## src/rtl/deadlock_report_arbiter.sv

```systemverilog
// deadlock_report_arbiter
// Central arbitration stage for the co-simulation deadlock monitor.
// Picks the lowest-index suspect process, freezes the detect ring while the
// loop is confirmed, then latches a sticky report or releases on a false alarm.
// Every output is a flop; dl_in_vec only reaches next-state logic.
module deadlock_report_arbiter #(
    parameter int          PROC_NUM       = 2,
    parameter int          CONFIRM_CYCLES = 4,
    parameter int          IDX_W          = (PROC_NUM > 1) ? $clog2(PROC_NUM) : 1,
    // Reset value of the free-running cycle counter; lets wrap behaviour be
    // exercised without running 2^32 cycles. Leave at 0 in production.
    parameter logic [31:0] CYCLE_CNT_INIT = 32'd0
) (
    input  logic                clock,
    input  logic                reset,
    input  logic [PROC_NUM-1:0] dl_in_vec,
    output logic                dl_detect_out,
    output logic [PROC_NUM-1:0] origin,
    output logic                token_clear,
    output logic                report_valid,
    output logic [IDX_W-1:0]    report_idx,
    output logic [31:0]         detect_cycle,
    output logic [7:0]          false_alarms
);

    typedef enum logic [1:0] {
        S_IDLE     = 2'd0,
        S_LOCK     = 2'd1,
        S_RELEASE  = 2'd2,
        S_REPORTED = 2'd3
    } state_t;

    localparam logic [7:0] CONF_TARGET = CONFIRM_CYCLES[7:0];

    state_t              state_q, state_d;
    logic [31:0]         cycle_cnt_q;
    logic [7:0]          confirm_cnt_q, confirm_cnt_d;
    logic [PROC_NUM-1:0] origin_q, origin_d;
    logic                dl_detect_q, dl_detect_d;
    logic                token_clear_q, token_clear_d;
    logic                report_valid_q, report_valid_d;
    logic [IDX_W-1:0]    report_idx_q, report_idx_d;
    logic [31:0]         detect_cycle_q, detect_cycle_d;
    logic [7:0]          false_alarms_q, false_alarms_d;

    logic [PROC_NUM-1:0] low_onehot;
    logic [IDX_W-1:0]    origin_idx;
    logic                any_flag;
    logic                origin_hit;
    logic                confirm_done;

    // Isolate the lowest set flag (two's complement trick) and decode the
    // binary index of the currently held origin.
    always_comb begin
        low_onehot = dl_in_vec & (~dl_in_vec + {{(PROC_NUM-1){1'b0}}, 1'b1});
        origin_idx = '0;
        for (int i = PROC_NUM - 1; i >= 0; i--) begin
            if (origin_q[i]) origin_idx = IDX_W'(i);
        end
    end

    assign any_flag     = |dl_in_vec;
    assign origin_hit   = |(dl_in_vec & origin_q);
    assign confirm_done = (confirm_cnt_q + 8'd1) == CONF_TARGET;

    // Free-running cycle counter; wraps naturally at 32 bits.
    always_ff @(posedge clock or negedge reset) begin
        if (!reset) cycle_cnt_q <= CYCLE_CNT_INIT;
        else        cycle_cnt_q <= cycle_cnt_q + 32'd1;
    end

    // State register.
    always_ff @(posedge clock or negedge reset) begin
        if (!reset) state_q <= S_IDLE;
        else        state_q <= state_d;
    end

    // Next-state logic; a dropped origin flag beats reaching the target.
    always_comb begin
        state_d = state_q;
        case (state_q)
            S_IDLE:     if (any_flag) state_d = S_LOCK;
            S_LOCK: begin
                if (!origin_hit)       state_d = S_RELEASE;
                else if (confirm_done) state_d = S_REPORTED;
            end
            S_RELEASE:  state_d = S_IDLE;
            S_REPORTED: state_d = S_REPORTED;
            default:    state_d = S_IDLE;
        endcase
    end

    // Output next values, registered below so outputs change on the edge
    // that performs the matching state transition.
    always_comb begin
        confirm_cnt_d  = confirm_cnt_q;
        origin_d       = origin_q;
        dl_detect_d    = dl_detect_q;
        token_clear_d  = 1'b0;
        report_valid_d = report_valid_q;
        report_idx_d   = report_idx_q;
        detect_cycle_d = detect_cycle_q;
        false_alarms_d = false_alarms_q;
        case (state_q)
            S_IDLE: begin
                confirm_cnt_d = 8'd0;
                if (any_flag) begin
                    origin_d       = low_onehot;
                    dl_detect_d    = 1'b1;
                    token_clear_d  = 1'b1;
                    detect_cycle_d = cycle_cnt_q;
                end
            end
            S_LOCK: begin
                if (!origin_hit) begin
                    origin_d      = '0;
                    dl_detect_d   = 1'b0;
                    token_clear_d = 1'b1;
                    if (false_alarms_q != 8'hFF) false_alarms_d = false_alarms_q + 8'd1;
                end else begin
                    confirm_cnt_d = confirm_cnt_q + 8'd1;
                    if (confirm_done) begin
                        report_valid_d = 1'b1;
                        report_idx_d   = origin_idx;
                    end
                end
            end
            default: ;
        endcase
    end

    // Output and datapath registers.
    always_ff @(posedge clock or negedge reset) begin
        if (!reset) begin
            confirm_cnt_q  <= 8'd0;
            origin_q       <= '0;
            dl_detect_q    <= 1'b0;
            token_clear_q  <= 1'b0;
            report_valid_q <= 1'b0;
            report_idx_q   <= '0;
            detect_cycle_q <= 32'd0;
            false_alarms_q <= 8'd0;
        end else begin
            confirm_cnt_q  <= confirm_cnt_d;
            origin_q       <= origin_d;
            dl_detect_q    <= dl_detect_d;
            token_clear_q  <= token_clear_d;
            report_valid_q <= report_valid_d;
            report_idx_q   <= report_idx_d;
            detect_cycle_q <= detect_cycle_d;
            false_alarms_q <= false_alarms_d;
        end
    end

    assign dl_detect_out = dl_detect_q;
    assign origin        = origin_q;
    assign token_clear   = token_clear_q;
    assign report_valid  = report_valid_q;
    assign report_idx    = report_idx_q;
    assign detect_cycle  = detect_cycle_q;
    assign false_alarms  = false_alarms_q;

endmodule

```

## config.mk

```make
export PLATFORM = sky130hd
export DESIGN_NAME = deadlock_report_arbiter
export DESIGN_NICKNAME = d
export VERILOG_FILES = /design/src/rtl/deadlock_report_arbiter.sv
export SDC_FILE = /design/constraint.sdc
export NUM_CORES = 1
export LEC_CHECK = 0
export CAP_MARGIN = 20
export CORE_MARGIN = 2
export CORE_UTILIZATION = 49
export DETAILED_ROUTE_END_ITERATION = 7
export PLACE_DENSITY = 0.82
export SLEW_MARGIN = 20
export SYNTH_ARGS = -nofsm -noshare
export SYNTH_HDL_FRONTEND = slang
export SYNTH_SLANG_ARGS = --single-unit
```

## constraint.sdc

```tcl
create_clock -name clock -period 1.65 [get_ports clock]
set_input_delay 0.495 -clock clock [delete_from_list [all_inputs] [get_ports clock]]
set_output_delay 0.495 -clock clock [all_outputs]
set_load 0.05 [all_outputs]
```

# Yosys cells after proc, flatten, opt, wreduce, memory -nomap -nowiden
# Index checks and enable logic that the tools add are counted.
[totals] ff_bits=88 in_bits=4 out_inout_bits=46
[classes] add_sub_neg=4 n_eq_ne=9 n_mux=17 bitwise_logic=4 n_reduce_logical=10
[op_table] op="adder 32 x 1 -> 32 bit, second input constant" count=1
[op_table] op="adder 8 x 1 -> 8 bit, second input constant" count=2
[op_table] op="case mux 8 bit (2 select lines)" count=1
[op_table] op="2-to-1 mux 2 bit" count=5
[op_table] op="AND reduction 3 bit" count=3
[op_table] op="== test 8 x 3 -> 1 bit, second input constant" count=1
[op_table] op="2-to-1 mux 8 bit" count=1
[op_table] op="!= test 8 bit, second input constant" count=1
[op_table] op="case mux 2 bit (4 select lines)" count=1
[op_table] op="2-to-1 mux 1 bit" count=6
[op_table] op="!= test 2 bit, second input constant" count=3
[op_table] op="AND reduction 2 bit" count=3
[op_table] op="AND 2 bit" count=2
[op_table] op="== test 2 bit, second input constant" count=2
[op_table] op="case mux 1 bit (2 select lines)" count=2
[op_table] op="case mux 2 bit (2 select lines)" count=1
[op_table] op="OR reduction 2 bit" count=2
[op_table] op="!= test 3 bit, second input constant" count=1
[op_table] op="adder 2 x 1 -> 2 bit, second input constant" count=1
[op_table] op="== test 2 x 1 -> 1 bit, second input constant" count=1
[op_table] op="zero test 2 bit" count=1
[op_table] op="NOT 2 bit" count=1
[op_table] op="nonzero test 2 bit" count=1
[op_table] op="NOT 1 bit" count=1

# Logic depth before layout (Yosys ltp)
[depth] ltp_word=5 ltp_mapped=6

# Worst setup path after synthesis
# No wires, ideal clock.
[synth_timing] path_type="reg-to-reg" startpoint="reg origin_q[0], in the netlist origin[0]" endpoint="reg report_idx_q, in the netlist report_idx" setup_ns=0.128 t_arrival_ns=1.582 required_ns=1.522 path_slack_ns=-0.059 path_stages_with_launch=5 n_path_buf=0 path_cell_list="dfrtp_1 a22o_1 nand2_2 nor4_4 mux2_1"
[synth_via] elab_chain_cells=3 word_cells_on_any_way=4
[synth_lines] item="from (decl)" line_no="38" source="logic [PROC_NUM-1:0] origin_q, origin_d;"
[synth_lines] item="from (signal assigned)" line_no="145" source="origin_q <= origin_d;"
[synth_lines] item="AND 2 bit" line_no="63" source="assign origin_hit = |(dl_in_vec & origin_q);"
[synth_lines] item="OR reduction 2 bit" line_no="63"
[synth_lines] item="AND reduction 3 bit (no line)"
[synth_lines] item="to (signal assigned)" line_no="149" source="report_idx_q <= report_idx_d;"
[synth_lines] item="to (decl)" line_no="42" source="logic [IDX_W-1:0] report_idx_q, report_idx_d;"
# Parallel ways exist; a longest one is shown, timed or not.
# A chain may end at the register's enable or synchronous reset.

# Worst setup path after layout
[layout_timing] startpoint="reg confirm_cnt_q[0]" endpoint="reg report_idx_q, in the netlist report_idx"
[layout_via] elab_chain_cells=3
[layout_lines] item="from (decl)" line_no="37" source="logic [7:0] confirm_cnt_q, confirm_cnt_d;"
[layout_lines] item="from (signal assigned)" line_no="144" source="confirm_cnt_q <= confirm_cnt_d;"
[layout_lines] item="adder 8 x 1 -> 8 bit" line_no="64" source="assign confirm_done = (confirm_cnt_q + 8'd1) == CONF_TARGET;"
[layout_lines] item="== test 8 x 3 -> 1 bit" line_no="64"
[layout_lines] item="AND reduction 3 bit (no line)"
# Every way passes these cells.

==> results.txt <==
The flow ran to the end, and the final reports show no timing, DRC or antenna violations. The final-layout fill cell count is 455. The final hold violation count came to 0. The largest fanout of any net on the critical path came out at 4. The tree built by TritonCTS fans out to 88 sinks.

At the end of routability-driven placement, the weighted congestion stood at 0.828. At the pin with the least slew margin, the transition time is 0.386 ns. The number of detailed-route iterations in the first pass is 4. Derived from the worst setup path, the maximum achievable clock frequency is 628 MHz. The clock network fraction of total power came out at just under 20%. The share of synthesized registers carrying an async set or reset is 100%.

The floorplan step set the die height to 91.3 um. For this run, the number of standard cells in the final layout without fillers is 483. The clock-pin slew on the worst setup and hold paths is about 0.08 ns. The depth of the worst hold-timing path is 1. The critical path class is flip-flop to flip-flop. The post-synthesis cell count is between 200 and 300.

Counting tap cells, the placed design contains a total of 452 instances. The sequential power share came out at 41.9%. The number of cell rows is 31. Clock skew on the completed layout was measured at 0.0140 ns. The most congested layer reported by global routing is met2.

The remaining max-slew budget at the tightest pin is between 70 and 80%. Synthesis produced a netlist with a net count of 299. In the routed design, unresolved DRC markers number 0. The overall routing resource usage came out at 19.3%. Detailed placement finished with a half-perimeter wire length of ~5 mm.

The power density of the placed cells came out at 1230 nW/um^2. The synthesized area divided by synthesized cell count is 12.8 um^2. The tightest hold path in the finished design has a slack of 0.493 ns. The path with the worst hold slack has its endpoint at cycle_cnt_q[31]$_DFF_PN0_.

The top cell type's share of synthesized area is 59.0%. Setup violations remaining at the end of the flow were counted as 0. The final total negative setup slack came out at 0 ns. The vias after detailed routing is 2,592.

The startpoint identified for the worst register-to-register timing path is confirm_cnt_q[0]$_DFFE_PN0P_. The global routing usage on met2 came out at 31.8%. The worst hold path begins at cycle_cnt_q[31]$_DFF_PN0_. In this run the deepest clock path goes through 2 buffers. The first routing iteration left 136 violations. For this design the total switching power over the nets is 2320 uW. The worst setup slack before clock tree synthesis is -0.423 ns. The most common cell after layout, fill and taps aside is dfrtp_1.

The ratio of cells with drive above 1 in the final layout came out at 39.1%. The max-cap check violation count came out at 0. Measured in cells, the most critical reg-to-reg path has a length of 4. The I/O pin total came out at 50.

The global-route met3 utilization is 4.65%. Summed over all layers, the global routing overflow is 0. Clock tree synthesis selected as its root buffer the cell clkbuf_8. The combinational share of power is 38.6%. The floorplan core area is 7330 um^2. The CTS buffer count is 9. At the worst endpoint, the required time is 1.89 ns. The final critical-path required period came out at 1.59 ns. The tightest min-delay check is of the flip-flop to flip-flop type. The worst path uses 96.6% of the clock period. The area of the mapped netlist came out at 3730 um^2. The arrival time reported for the critical path endpoint came out at roughly 1.8 ns. The first global-routing pass estimated 12.8 mm of wire. Synthesis inferred 88 register bits. The wire length after detailed routing is between 7 and 8 mm.

The register area share after synthesis came out at between 50 and 60%. The maximum number of pins on one net before global-route repair came out at between 50 and 60. The average wire length per cell after detail routing is 16.2 um.

The netlist uses 41 different library cells. The startpoint class of the critical path is a flip-flop. The Yosys step of the flow raised 0 warnings. The final net count is a little under 400. Setup repair after global routing could not meet its margin everywhere. The number of global-route vias before repair was 2,613. The antenna cell count came out at 0. TritonCTS built the clock tree.

Cell internal power was estimated by the tool at approximately 4200 uW. In the layout the commonest cells are 82 x dfrtp_1, 48 x buf_12, 29 x mux2_2, 29 x buf_4, 26 x xnor2_1. The predominant post-synthesis flop cell is dfrtp_1. The number of enable flip-flop cells after synthesis came out at 0.

In this run switching power makes up 35.5% of total power. The count of nets left with antenna violations once routing finished came out at 0. Cells fill 72.4% of the core in the end. STA classifies the critical path endpoint as a flip-flop. By area the synthesized netlist is led by dfrtp_1 59%, mux2_2 8.7%, xnor2_1 6.6%, nand3_1 2.8%, xor2_1 2.6%.

The met1 routing resource usage after global routing is 26.1%. The floorplan die width is 91.3 um. The terminus of the critical flop-to-flop path is report_idx$_DFFE_PN0P_. The die area came out at about 8300 um^2.

The CTS H-tree depth came out at 3. The dominant cell type by area after synthesis is dfrtp_1. The maximum vdd ir drop is 1.25 mV. The final-report max-slew violation count came out at 0.

The leakage dissipation came out at 0.00254 uW. The number of input and output port buffers inserted is 49. For this configuration, the core starts out at a cell density of a little over 50%. The initial antenna violation count is 0. The post-layout worst setup margin came out at 0.0565 ns.

Using the TritonRoute via totals, the vias-per-cell ratio works out to 5.37. The slack of the worst reg-to-reg path is between 0.05 and 0.06 ns. The clock network latency to the later pin of the worst-skew pair is 0.35 ns. The area growth from synthesis to layout is 42.2%.
## flip-flops by register name, summed over array words and instances (netlist names)
signal / flops
origin: 2
cycle_cnt_q: 32
report_idx: 1
report_valid: 1
dl_detect_out: 1
false_alarms: 8
state_q: 2
confirm_cnt_q: 8
token_clear: 1
detect_cycle: 32
## area by class of cell
| class | count | area [um^2] | share of cell area [%] |
|---|---|---|---|
| tap | 99 | 124 | 2.33 |
| clock inverter | 6 | 36.3 | 0.683 |
| clock buffer | 10 | 128 | 2.40 |
| sequential | 88 | 2210 | 41.6 |
| inverter | 3 | 11.3 | 0.212 |
| multi-input combinational | 194 | 1550 | 29.1 |
| timing repair buffer | 83 | 1250 | 23.6 |
## layer usage
metal  share of wire [%]  wire (um)
met2                  52       4040
met3                 4.6        356
met4                0.78         61
met5                   0          0
met1                  43       3370
## how the worst max path moves through the flow
stage,cells after the start,slack [ns],start,endpoint
after floorplan,4,0.07,false_alarms[3]$_DFFE_PN0P_,false_alarms[5]$_DFFE_PN0P_
after global placement,5,-0.38,dl_in_vec[1],detect_cycle[26]$_DFFE_PN0P_
after detailed placement,5,-0.42,dl_in_vec[1],report_idx$_DFFE_PN0P_
after CTS,6,0.003,cycle_cnt_q[0]$_DFF_PN0_,cycle_cnt_q[22]$_DFF_PN0_
after global routing,6,-0.04,cycle_cnt_q[0]$_DFF_PN0_,cycle_cnt_q[24]$_DFF_PN0_
final,4,0.06,confirm_cnt_q[0]$_DFFE_PN0P_,report_idx$_DFFE_PN0P_
## what timing repair did
| item | in CTS | in global routing |
|---|---|---|
| resized for setup | 4 | 16 |
| hold buffers | 1 | 0 |
| buffers inserted | 7 | 4 |
| endpoints found under the setup margin | 41 | 18 |
| cloned | 2 | 1 |
| endpoints found under the hold margin | 10 | 0 |
| pin swaps | 6 | 8 |
## power by group through the flow
stage          clock network (uW)  registers [uW]  logic [uW]
2_1_floorplan                   0            3270         667
3_5_place_dp                    0            2780        2400
4_1_cts                      1310            2740        2510
3_3_place_gp                    0            2760        2340
6_report                     1280            2740        2520
5_1_grt                      1400            2780        2660
## synthesized netlist by cell type (4+ instances only)
library cell / instances
xnor2_1: 28
o21ai_0: 7
dfrtp_1: 88
mux2_1: 4
mux2_2: 29
buf_2: 5
nor2_1: 9
and3_1: 7
xor2_1: 11
nor3_1: 6
nand2_1: 19
nand3_1: 21
nand4_1: 13
## critical path, cell delays in order (launching register included)
cell     delay (ns)
dfrtp_1        0.42
and4_4         0.22
a211o_1        0.34
nor4_4         0.18
mux2_4         0.32
## stage by stage
| step | power (uW) | cell area [um^2] |
|---|---|---|
| floorplan | 3940 | 3740 |
| global placement | 5100 | 4940 |
| detailed placement | 5180 | 4940 |
| CTS | 6560 | 5220 |
| global route | 6840 | 5310 |
| finish | 6540 | 5310 |
## cell families (layout without fill, tap and decap cells)
logic type	Yosys count	after routing	share of synthesized area, %
adder cells (fa/ha/maj)	3	3	1.01
AO/OA/AOI/OAI	22	22	4.29
XOR/XNOR	39	39	9.15
buffers and inverters	10	102	1.27
AND/OR/NAND/NOR	96	96	15.1
multiplexers	34	34	10.2
flip-flops	88	88	59.0
Power figures use the tool's default switching activity.
==> edit: new RTL, config.mk and constraints unchanged <==
Register the output `detect_cycle` once more, without a reset; this adds one clock of latency there. The other outputs are not delayed to match.
--- a/src/rtl/deadlock_report_arbiter.sv
+++ b/src/rtl/deadlock_report_arbiter.sv
@@ -157,7 +157,9 @@
     assign token_clear   = token_clear_q;
     assign report_valid  = report_valid_q;
     assign report_idx    = report_idx_q;
-    assign detect_cycle  = detect_cycle_q;
+    always_ff @(posedge clock) begin
+        detect_cycle <= detect_cycle_q;
+    end
     assign false_alarms  = false_alarms_q;
 
 endmodule
Formal check against the unedited RTL: not equivalent (a bounded check fails within 4 cycles, from zero or initial values and one cycle with reset low).
==> edit against the unedited design <==
Sequential cell count is 32 higher. Design area is 18% higher. Setup slack worse by 110 ps. Maximum frequency is 6.6% lower. The run now ends with negative setup slack left. Critical endpoint unchanged. Final cell count is 9.1% higher. Routed wire length is 7.3% higher. Total power is 47% higher. Synthesized cell count is 11% higher. Synthesized area is 18% higher. Utilization is 0.77 points lower. Die area is 17% higher. Clock power grew to 2.7 times the old value.
==> edit: results (changes against the unedited design) <==
crit_start: "confirm_cnt_q[1]"  # was confirm_cnt_q[0]
layout_setup_ws_ps: -56.14  # was 56.53 ps
pre_cts_ws_ps: -458.8  # was -423.3 ps
place_hpwl_um: 5472  # was 4992 µm
drt-met1-wl_um: 3552  # was 3365 µm
leakage_nw: 2.879  # was 2.537 nW
drt_iter0_markers: 162  # was 136
yosysSeqAreaShare_pct: 64.67  # was 58.96%
grt_use_met2_pct: 31.97  # was 31.79%
p_sw_mw: 2.927  # was 2.319 mW
seq_power_share_pct: 37.5  # was 41.9%
wl_met3_um: 389  # was 356 µm
synthTopCellsByArea: "dfrtp_1 (50%), dfxtp_1 (15%), mux2_2 (8.5%)"  # was dfrtp_1 (59%), mux2_2 (8.7%), xnor2_1 (6.6%)
status: "complete, but fails checks"  # was complete, no violations
clk-power_mw: 3.47  # was 1.28 mW
cp_top_family: "simple AND/OR/NAND/NOR gates"  # was flip-flops
grt_use_total_pct: 19.07  # was 19.32%
cp_max_fo: 2  # was 4
crit_arrival_ps: 2100  # was 1830 ps
rr_worst_depth: 5  # was 4
slowest_delay_ps: 360  # was 420 ps
final_nets: 413  # was 386
avgViaCountPerCell: 5.283  # was 5.366
drive_gt1_share_pct: 37.95  # was 39.06%
fin_worst_skew_ps: 8.164  # was 13.99 ps
clkLatencyLatePin_ps: 510  # was 350 ps
grt_pass1_wl_um: 14600  # was 12830 µm
htree_levels: 4  # was 3
setup_viol: 1  # was 0
first_pass_iters: 5  # was 4
slew_headroom_pct: 67.80  # was 74.13%
synth_cell_type_count: 44  # was 41
grt_max_degree: 54  # was 53
violations: "negative setup slack"
grt_pass1_vias: 2981  # was 2613
swShare_pct: 30.38  # was 35.49%
path_clk_slew_ps: 60  # was 80 ps
-- edit: cell types whose count changed after synthesis, sizes merged, moves of 3 or more --
cell    delta
nand2      -3
nand2b     +3
and2       -3
nand3      -5
a22o       -3
dfxtp     +32
nor2       +5
-- edit: timing repair --
action,4_1_cts,5_1_grt
setup endpoints to repair,2,13
gates resized for setup,5,6
pin swaps,1,3
setup buffers,0,1
endpoints found under the hold margin,5,0
hold buffers,1,0
-- edit: worst min path at each step --
stage | end | slack, ps | depth (start not counted) | from
after global placement | false_alarms[3] | 320 | 1 | reset
final | false_alarms[1] | 360 | 2 | reset
after floorplan | confirm_cnt_q[0] | 200 | 0 | reset
after detailed placement | false_alarms[3] | 320 | 1 | reset
after CTS | false_alarms[1] | 330 | 2 | reset
after global routing | false_alarms[1] | 350 | 2 | reset
-- edit: area by class of cell --
cell class                      instances  area, µm²
Clock inverter                         12      126.4
Tap cell                              108      135.1
Timing Repair Buffer                   71       1141
Fill cell                             564       2471
Sequential cell                       120       2855
Inverter                                5      18.77
Clock buffer                           20      435.4
Multi-Input combinational cell        191       1538
-- edit: per-stage QoR --
| stage | std cells | hold slack (ps) | TNS, ps |
|---|---|---|---|
| after floorplan | 324 | 199.4 | 0 |
| after CTS | 526 | 332.6 | -77.71 |
| after global placement | 493 | 316.9 | -16490 |
| after global routing | 527 | 348.2 | -115.4 |
| after detailed placement | 493 | 321.0 | -18690 |
| final | 527 | 364.0 | -56.14 |
-- edit: cells by family after synthesis --
logic type               count (synthesis)
multiplexers                            36
AO/OA/AOI/OAI                           22
XOR/XNOR                                39
adder cells (fa/ha/maj)                  3
AND/OR/NAND/NOR                         91
flip-flops                             120
buffers and inverters                   13
